`src/rtl/seg_display_sched.sv`:
```
// seg_display_sched
//   Drives four active-low 7-segment digits. The block has three modes:
//   - IDLE: all digits are blank.
//   - ANIM: a single lit segment runs around the outer edge of the four
//     digits, one frame per animation step, in 12 frames.
//   - SHOW: a captured 16-bit value is shown as four hex digits for
//     HOLD_STEPS step periods.
//
// Parameters
//   PRESCALE   : clk cycles per animation step (>= 2)
//   HOLD_STEPS : step periods a captured value stays displayed (>= 1)
//
// Ports
//   clk           : sole clock, rising edge
//   rst           : asynchronous active-high reset
//   anim_en       : level, run the perimeter animation
//   val_req       : level, request display of val_data (held until val_ack)
//   val_data      : four hex digits, [15:12] -> disp_3 ... [3:0] -> disp_0
//   val_ack       : one-cycle pulse, the cycle after a request is accepted
//   step_tick     : one-cycle pulse per animation step (ANIM only)
//   frame_idx     : current animation frame 0..11, frozen during SHOW
//   busy          : high while SHOW is active
//   disp_0..disp_3: active-low segments, index 0..6 = a..g
//
// Configuration macro
//   SEG_BLANK_LEADING_ZERO_EN : when defined, leading zero digits are blanked
//                               in SHOW (disp_0 is always shown).
module seg_display_sched #(
  parameter int PRESCALE   = 4,
  parameter int HOLD_STEPS = 8
) (
  input  logic        clk,
  input  logic        rst,
  input  logic        anim_en,
  input  logic        val_req,
  input  logic [15:0] val_data,
  output logic        val_ack,
  output logic        step_tick,
  output logic [3:0]  frame_idx,
  output logic        busy,
  output logic [0:6]  disp_0,
  output logic [0:6]  disp_1,
  output logic [0:6]  disp_2,
  output logic [0:6]  disp_3
);

  localparam int PW = (PRESCALE > 2) ? $clog2(PRESCALE) : 1;
  localparam int HW = (HOLD_STEPS > 1) ? $clog2(HOLD_STEPS + 1) : 1;
  localparam logic [PW-1:0] PRESC_LAST = PW'(PRESCALE - 1);
  localparam logic [HW-1:0] HOLD_INIT  = HW'(HOLD_STEPS);
  localparam logic [0:6]    BLANK      = 7'b1111111;

  typedef enum logic [1:0] {IDLE, ANIM, SHOW} state_t;

  state_t        state_q, state_d;
  logic [PW-1:0] presc_q, presc_d;
  logic [HW-1:0] hold_q, hold_d;
  logic [3:0]    frame_q, frame_d;
  logic [15:0]   val_q, val_d;
  logic          ack_q, ack_d;
  logic          presc_wrap;
  logic          tick;

  // Standard active-low hex font, segments listed a..g.
  function automatic logic [0:6] hex7(input logic [3:0] n);
    case (n)
      4'h0: hex7 = 7'b0000001;
      4'h1: hex7 = 7'b1001111;
      4'h2: hex7 = 7'b0010010;
      4'h3: hex7 = 7'b0000110;
      4'h4: hex7 = 7'b1001100;
      4'h5: hex7 = 7'b0100100;
      4'h6: hex7 = 7'b0100000;
      4'h7: hex7 = 7'b0001111;
      4'h8: hex7 = 7'b0000000;
      4'h9: hex7 = 7'b0000100;
      4'hA: hex7 = 7'b0001000;
      4'hB: hex7 = 7'b1100000;
      4'hC: hex7 = 7'b0110001;
      4'hD: hex7 = 7'b1000010;
      4'hE: hex7 = 7'b0110000;
      default: hex7 = 7'b0111000;
    endcase
  endfunction

  assign presc_wrap = (presc_q == PRESC_LAST);
  assign tick       = (state_q == ANIM) && presc_wrap;

  // Next-state logic. A request wins over anim_en in both IDLE and ANIM.
  // A step tick coinciding with leaving ANIM still advances the frame,
  // except that dropping back to IDLE always returns the frame to 0.
  always_comb begin
    state_d = state_q;
    presc_d = presc_q;
    hold_d  = hold_q;
    frame_d = frame_q;
    val_d   = val_q;
    ack_d   = 1'b0;
    case (state_q)
      IDLE: begin
        if (val_req) begin
          state_d = SHOW;
          val_d   = val_data;
          hold_d  = HOLD_INIT;
          ack_d   = 1'b1;
          presc_d = '0;
        end else if (anim_en) begin
          state_d = ANIM;
          presc_d = '0;
        end
      end
      ANIM: begin
        if (tick) frame_d = (frame_q == 4'd11) ? 4'd0 : frame_q + 4'd1;
        if (val_req) begin
          state_d = SHOW;
          val_d   = val_data;
          hold_d  = HOLD_INIT;
          ack_d   = 1'b1;
          presc_d = '0;
        end else if (!anim_en) begin
          state_d = IDLE;
          presc_d = '0;
          frame_d = 4'd0;
        end else begin
          presc_d = presc_wrap ? '0 : presc_q + PW'(1);
        end
      end
      SHOW: begin
        // The final prescaler wrap takes the hold count to zero, so the
        // exit happens on that same edge rather than one cycle later.
        if (presc_wrap) begin
          presc_d = '0;
          if (hold_q <= HW'(1)) begin
            hold_d  = '0;
            state_d = anim_en ? ANIM : IDLE;
          end else begin
            hold_d = hold_q - HW'(1);
          end
        end else begin
          presc_d = presc_q + PW'(1);
        end
      end
      default: begin
        state_d = IDLE;
        presc_d = '0;
        hold_d  = '0;
      end
    endcase
  end

  // State registers, all cleared asynchronously.
  always_ff @(posedge clk or posedge rst) begin
    if (rst) begin
      state_q <= IDLE;
      presc_q <= '0;
      hold_q  <= '0;
      frame_q <= 4'd0;
      val_q   <= 16'h0000;
      ack_q   <= 1'b0;
    end else begin
      state_q <= state_d;
      presc_q <= presc_d;
      hold_q  <= hold_d;
      frame_q <= frame_d;
      val_q   <= val_d;
      ack_q   <= ack_d;
    end
  end

  assign val_ack   = ack_q;
  assign step_tick = tick;
  assign frame_idx = frame_q;
  assign busy      = (state_q == SHOW);

  // Segment decode from registered state only: the perimeter frame in
  // ANIM, the captured value in SHOW, blank otherwise.
  always_comb begin
    logic blank3, blank2, blank1;
    disp_0 = BLANK;
    disp_1 = BLANK;
    disp_2 = BLANK;
    disp_3 = BLANK;
`ifdef SEG_BLANK_LEADING_ZERO_EN
    blank3 = (val_q[15:12] == 4'h0);
    blank2 = (val_q[15:8] == 8'h00);
    blank1 = (val_q[15:4] == 12'h000);
`else
    blank3 = 1'b0;
    blank2 = 1'b0;
    blank1 = 1'b0;
`endif
    case (state_q)
      ANIM: begin
        case (frame_q)
          4'd0:  disp_0 = 7'b0111111;
          4'd1:  disp_1 = 7'b0111111;
          4'd2:  disp_2 = 7'b0111111;
          4'd3:  disp_3 = 7'b0111111;
          4'd4:  disp_3 = 7'b1011111;
          4'd5:  disp_3 = 7'b1101111;
          4'd6:  disp_3 = 7'b1110111;
          4'd7:  disp_2 = 7'b1110111;
          4'd8:  disp_1 = 7'b1110111;
          4'd9:  disp_0 = 7'b1110111;
          4'd10: disp_0 = 7'b1111011;
          4'd11: disp_0 = 7'b1111101;
          default: disp_0 = BLANK;
        endcase
      end
      SHOW: begin
        disp_0 = hex7(val_q[3:0]);
        disp_1 = blank1 ? BLANK : hex7(val_q[7:4]);
        disp_2 = blank2 ? BLANK : hex7(val_q[11:8]);
        disp_3 = blank3 ? BLANK : hex7(val_q[15:12]);
      end
      default: disp_0 = BLANK;
    endcase
  end

endmodule

```
`config.mk`:
```
export PLATFORM = sky130hd
export DESIGN_NAME = seg_display_sched
export DESIGN_NICKNAME = d
export VERILOG_FILES = /design/src/rtl/seg_display_sched.sv
export SDC_FILE = /design/constraint.sdc
export NUM_CORES = 1
export LEC_CHECK = 0
export CAP_MARGIN = 20
export CORE_MARGIN = 2
export CORE_UTILIZATION = 45
export CTS_CLUSTER_DIAMETER = 40
export CTS_CLUSTER_SIZE = 20
export DETAILED_ROUTE_END_ITERATION = 8
export PLACE_DENSITY = 0.75
export SLEW_MARGIN = 20
export SYNTH_ARGS = -nofsm -noshare
export SYNTH_HDL_FRONTEND = slang
export SYNTH_SLANG_ARGS = --single-unit
```
`constraint.sdc`:
```
create_clock -name clk -period 2.3 [get_ports clk]
set_clock_uncertainty 0.1 [all_clocks]
set_input_delay 0.23 -clock clk [delete_from_list [all_inputs] [get_ports clk]]
set_output_delay 0.23 -clock clk [all_outputs]
set_load 0.02 [all_outputs]
```
==> out/results.md, run 1 <==
| Result | Reported | Unit |
| --- | --- | --- |
| Largest family of logic cells by synthesized area | compound AO/OA/AOI/OAI gates | - |
| Fraction of the mapped netlist area in simple logic gates | 16.8 | % |
| Clock Tree Buf Depth | 2 | - |
| Net count of the mapped netlist | 391 | - |
| Arrival time of the worst setup path | 2.03 | ns |
| Maximum cell stage delay along the critical path | 0.46 | ns |
| Power per unit of standard cell area | 1670 | nW/µm² |
| Starting DRC count in detailed routing | 174 | - |
| Diode count | 0 | - |
| Critical-path maximum fanout | 3 | - |
| Drt total wl | 8.43 | mm |
| Post-synthesis cell count | 331 | - |
| Total number of yosys warnings | 0 | - |
| Die outline width | 83.8 | µm |
| Overall power after layout | 6.97 | mW |
| CP most frequent cell | inv_2 | - |
| Routed length per instance | 16.1 | µm |
| Core box area | 6240 | µm² |
| Cells traversed along the worst timing path | inv_2 > ha_4 > inv_2 > mux4_2 > a221o_1 > buf_6 | - |
| Type of the worst min-delay path | input port to asynchronous set/reset pin | - |
| LEAKAGE | 1.88 | nW |
| Worst max-slew margin expressed relative to the limit | 63.5 | % |
| Final Core Density | 66.7 | % |
| Final estimated routing congestion in global placement | 0.847 | - |
| Cell variety after synth | 44 | - |
| Critical path launch point type | register | - |
| Achievable clock frequency | 425 | MHz |
| Required @ worst endpoint | 1.97 | ns |
| CTS HTree Levels | 2 | - |
| Post-Layout Inst Area | 4160 | µm² |
| Setup TNS after final layout | -0.171 | ns |
| Antenna violations before repair | 0 | - |
| Number of top-level pins | 55 | - |
| Layout cell share with drive strength beyond 1 | 36.5 | % |
| Xor and xnor fraction of the mapped netlist area | 0 | % |
| Outcome | finished, violations left | - |
| Area of the die | 7030 | µm² |
| Syn Std Cell Area | 2870 | µm² |
| Final worst slack | -0.0552 | ns |
| Area share of fa/ha/maj cells after synthesis | 17.4 | % |
| Grt ovf | 0 | - |
| Share of the synthesized area in compound gates (AO/OA/AOI/OAI) | 20.9 | % |
| Latest clock arrival within the worst-skew pair | 0.30 | ns |
| Clock period minus worst slack | 2.36 | ns |
| # Max-Cap Violations | 0 | - |
| Final hold slack | 0.222 | ns |
| Overall via count from detail_route | 2941 | - |
| CTS Buf Count | 5 | - |
| Drt drc | 0 | - |
| Clock-pin transition on the worst setup and hold timing paths | 0.07 | ns |
| Proportion of synthesized flip-flops having asynchronous set or reset | 100 | % |
| Quantity of I/O buffers inserted on ports | 54 | - |
| Wire length of the first global-routing pass | 13.2 | mm |
| Share of synthesized area spent on multiplexers | 12.8 | % |
| Clock net sink count | 29 | - |
| Overall die height | 83.8 | µm |
| ANT nets after route | 0 | - |
| HPWL after DPL | 6.04 | mm |
| Effective utilization at floorplan | 46.0 | % |
| Maximum number of pins on one net before global-route repair | 30 | - |
| Mean cell area of the mapped netlist | 8.67 | µm² |
| Number of global-route vias before repair | 2898 | - |
| Hold violation total from the final report | 0 | - |
| Growth of design area from synthesis to finish | 45.1 | % |
| Vias/cell | 5.61 | - |
| Peak supply drop | 1230 | µV |
| Number of iterations in the first detailed-routing pass | 4 | - |
| Ratio of final minimum period to clock period | 102 | % |
| Row Count | 29 | - |
| Hold buffer count at cts | 0 | - |
| Layout filler cell count | 492 | - |
| Most frequently used flop master after synthesis | dfrtp_1 | - |
| Violations in the final reports | setup timing | - |
| Final count of negative-setup-slack endpoints | 4 | - |
| Net count of the finished layout | 506 | - |
| Number of enable-type register cells in the synthesized netlist | 0 | - |
| Setup crit end kind | output port | - |
| Max stage delay cell, worst path | mux4_2 | - |
| Sequential area share after synthesis | 25.3 | % |
| CP Class | register to output port | - |
| TritonCTS clock tree | built | - |
| Number of max-slew violations in the final report | 0 | - |
| Root buffer cell | clkbuf_8 | - |
| Overall track demand over capacity in global routing | 22.9 | % |
| Placed Instance Area | 3880 | µm² |
| Transition at the pin with the smallest max-transition slack | 0.546 | ns |
| Flops & latches, synth | 29 | - |
| RSZ-0062 raised after global routing | true | - |
worst paths after layout:
kind	from	endpoint	slack, ns	depth (start not counted)
worst max-delay path	val_q[8]$_DFFE_PP0P_	disp_2[3]	-0.06	6
worst min-delay path	rst	val_ack$_DFF_PP0_	0.22	3
worst max register to register	state_q[1]$_DFFE_PP0P_	state_q[0]$_DFFE_PP0P_	0.26	7
worst min register to register	presc_q[1]$_DFFE_PP0N_	presc_q[1]$_DFFE_PP0N_	0.43	2
max in group asynchronous	rst	hold_q[1]$_DFFE_PP0P_	1.58	3
min in group clk	val_data[5]	val_q[5]$_DFFE_PP0P_	0.40	3
synthesized netlist by cell type, types with 7 or more instances:
cell type | n | area (µm²)
ha_1 | 40 | 500
o21ai_0 | 34 | 170
nand2_1 | 30 | 113
dfrtp_1 | 29 | 726
inv_1 | 28 | 105
a21oi_1 | 15 | 75.1
mux2_2 | 15 | 169
nand2b_1 | 14 | 87.6
mux2i_1 | 13 | 130
clkbuf_1 | 10 | 37.5
nor2_1 | 10 | 37.5
a221o_1 | 7 | 70.1
nand3_1 | 7 | 35.0
nor3_1 | 7 | 35.0
routing by layer:
| layer | GRT usage (%) | wire [µm] | vias up |
|---|---|---|---|
| li1 | - | - | 1421 |
| met1 | 28.4 | 3620 | 1406 |
| met5 | 0 | 0 | - |
| met3 | 4.75 | 382 | 16 |
| met4 | 7.77 | 194 | 0 |
| met2 | 39.5 | 4230 | 98 |
placed cells by master, fill, tap and decap left out, drive strengths merged, types with 14 or more instances in the layout:
master and instances:
nand2b 14, o21ai 34, clkdlybuf4s50 25, buf 88, ha 40, a21oi 15
nand2 30, inv 30, clkbuf 15, dfrtp 29, mux2 15
power breakdown:
part / switching, mW / internal [mW]
clock: 0.225 / 0.271
sequential: 0.265 / 0.730
combinational: 2.91 / 2.57
total: 3.40 / 3.57
final cells by class:
| class | instances | area, µm² | area share, % |
|---|---|---|---|
| clock buffer | 7 | 96.3 | 2.32 |
| clock inverter | 1 | 5.00 | 0.120 |
| inverter | 30 | 120 | 2.89 |
| multi-input combinational | 256 | 2110 | 50.7 |
| sequential | 29 | 726 | 17.4 |
| tap | 77 | 96.3 | 2.32 |
| timing repair buffer | 124 | 1010 | 24.2 |
what timing repair did:
item | 4_1_cts | 5_1_grt
pin swaps | 3 | 13
gates cloned | 0 | 1
endpoints found under the setup margin | 29 | 25
gates resized for setup | 109 | 72
buffers inserted | 3 | 8
worst max-delay path, delay by kind of cell (launching register included):
kind	cells	cell delay [ns]
adder cells (fa/ha/maj)	1	0.27
flip-flops	1	0.38
AO/OA/AOI/OAI	1	0.37
multiplexers	1	0.46
buffers and inverters	3	0.25
flip-flops by register name, summed over array words and instances, names as in the netlist:
register	cells
val_ack	1
state_q	2
frame_idx	4
val_q	16
presc_q	2
hold_q	4
through the flow:
step | worst slack, ns | std cells
after floorplan | 0.134 | 331
after global placement | -0.136 | 505
after detailed placement | -0.182 | 505
after CTS | -0.110 | 515
after global routing | -0.112 | 524
final | -0.0552 | 524
cell families after synthesis:
logic type,count (synthesis)
AND/OR/NAND/NOR,93
buffers and inverters,47
flip-flops,29
AO/OA/AOI/OAI,91
adder cells (fa/ha/maj),40
multiplexers,31
Power figures use the tool's default switching activity.
==> inputs of run 2 (changes only) <==
--- a/config.mk
+++ b/config.mk
@@ -5,7 +5,6 @@
 export SDC_FILE = /design/constraint.sdc
 export NUM_CORES = 1
 export LEC_CHECK = 0
-export CAP_MARGIN = 20
 export CORE_MARGIN = 2
 export CORE_UTILIZATION = 45
 export CTS_CLUSTER_DIAMETER = 40
==> results of run 2 <==
No change in the layout: final DEF, timing and power equal those of run 1.
==> inputs of run 3 (changes only) <==
--- a/config.mk
+++ b/config.mk
@@ -7,6 +7,7 @@
 export LEC_CHECK = 0
 export CORE_MARGIN = 2
 export CORE_UTILIZATION = 45
+export CTS_BUF_LIST = sky130_fd_sc_hd__clkbuf_4 sky130_fd_sc_hd__clkbuf_8
 export CTS_CLUSTER_DIAMETER = 40
 export CTS_CLUSTER_SIZE = 20
 export DETAILED_ROUTE_END_ITERATION = 8
==> results of run 3 <==
No change in the layout: final DEF, timing and power equal those of run 1.
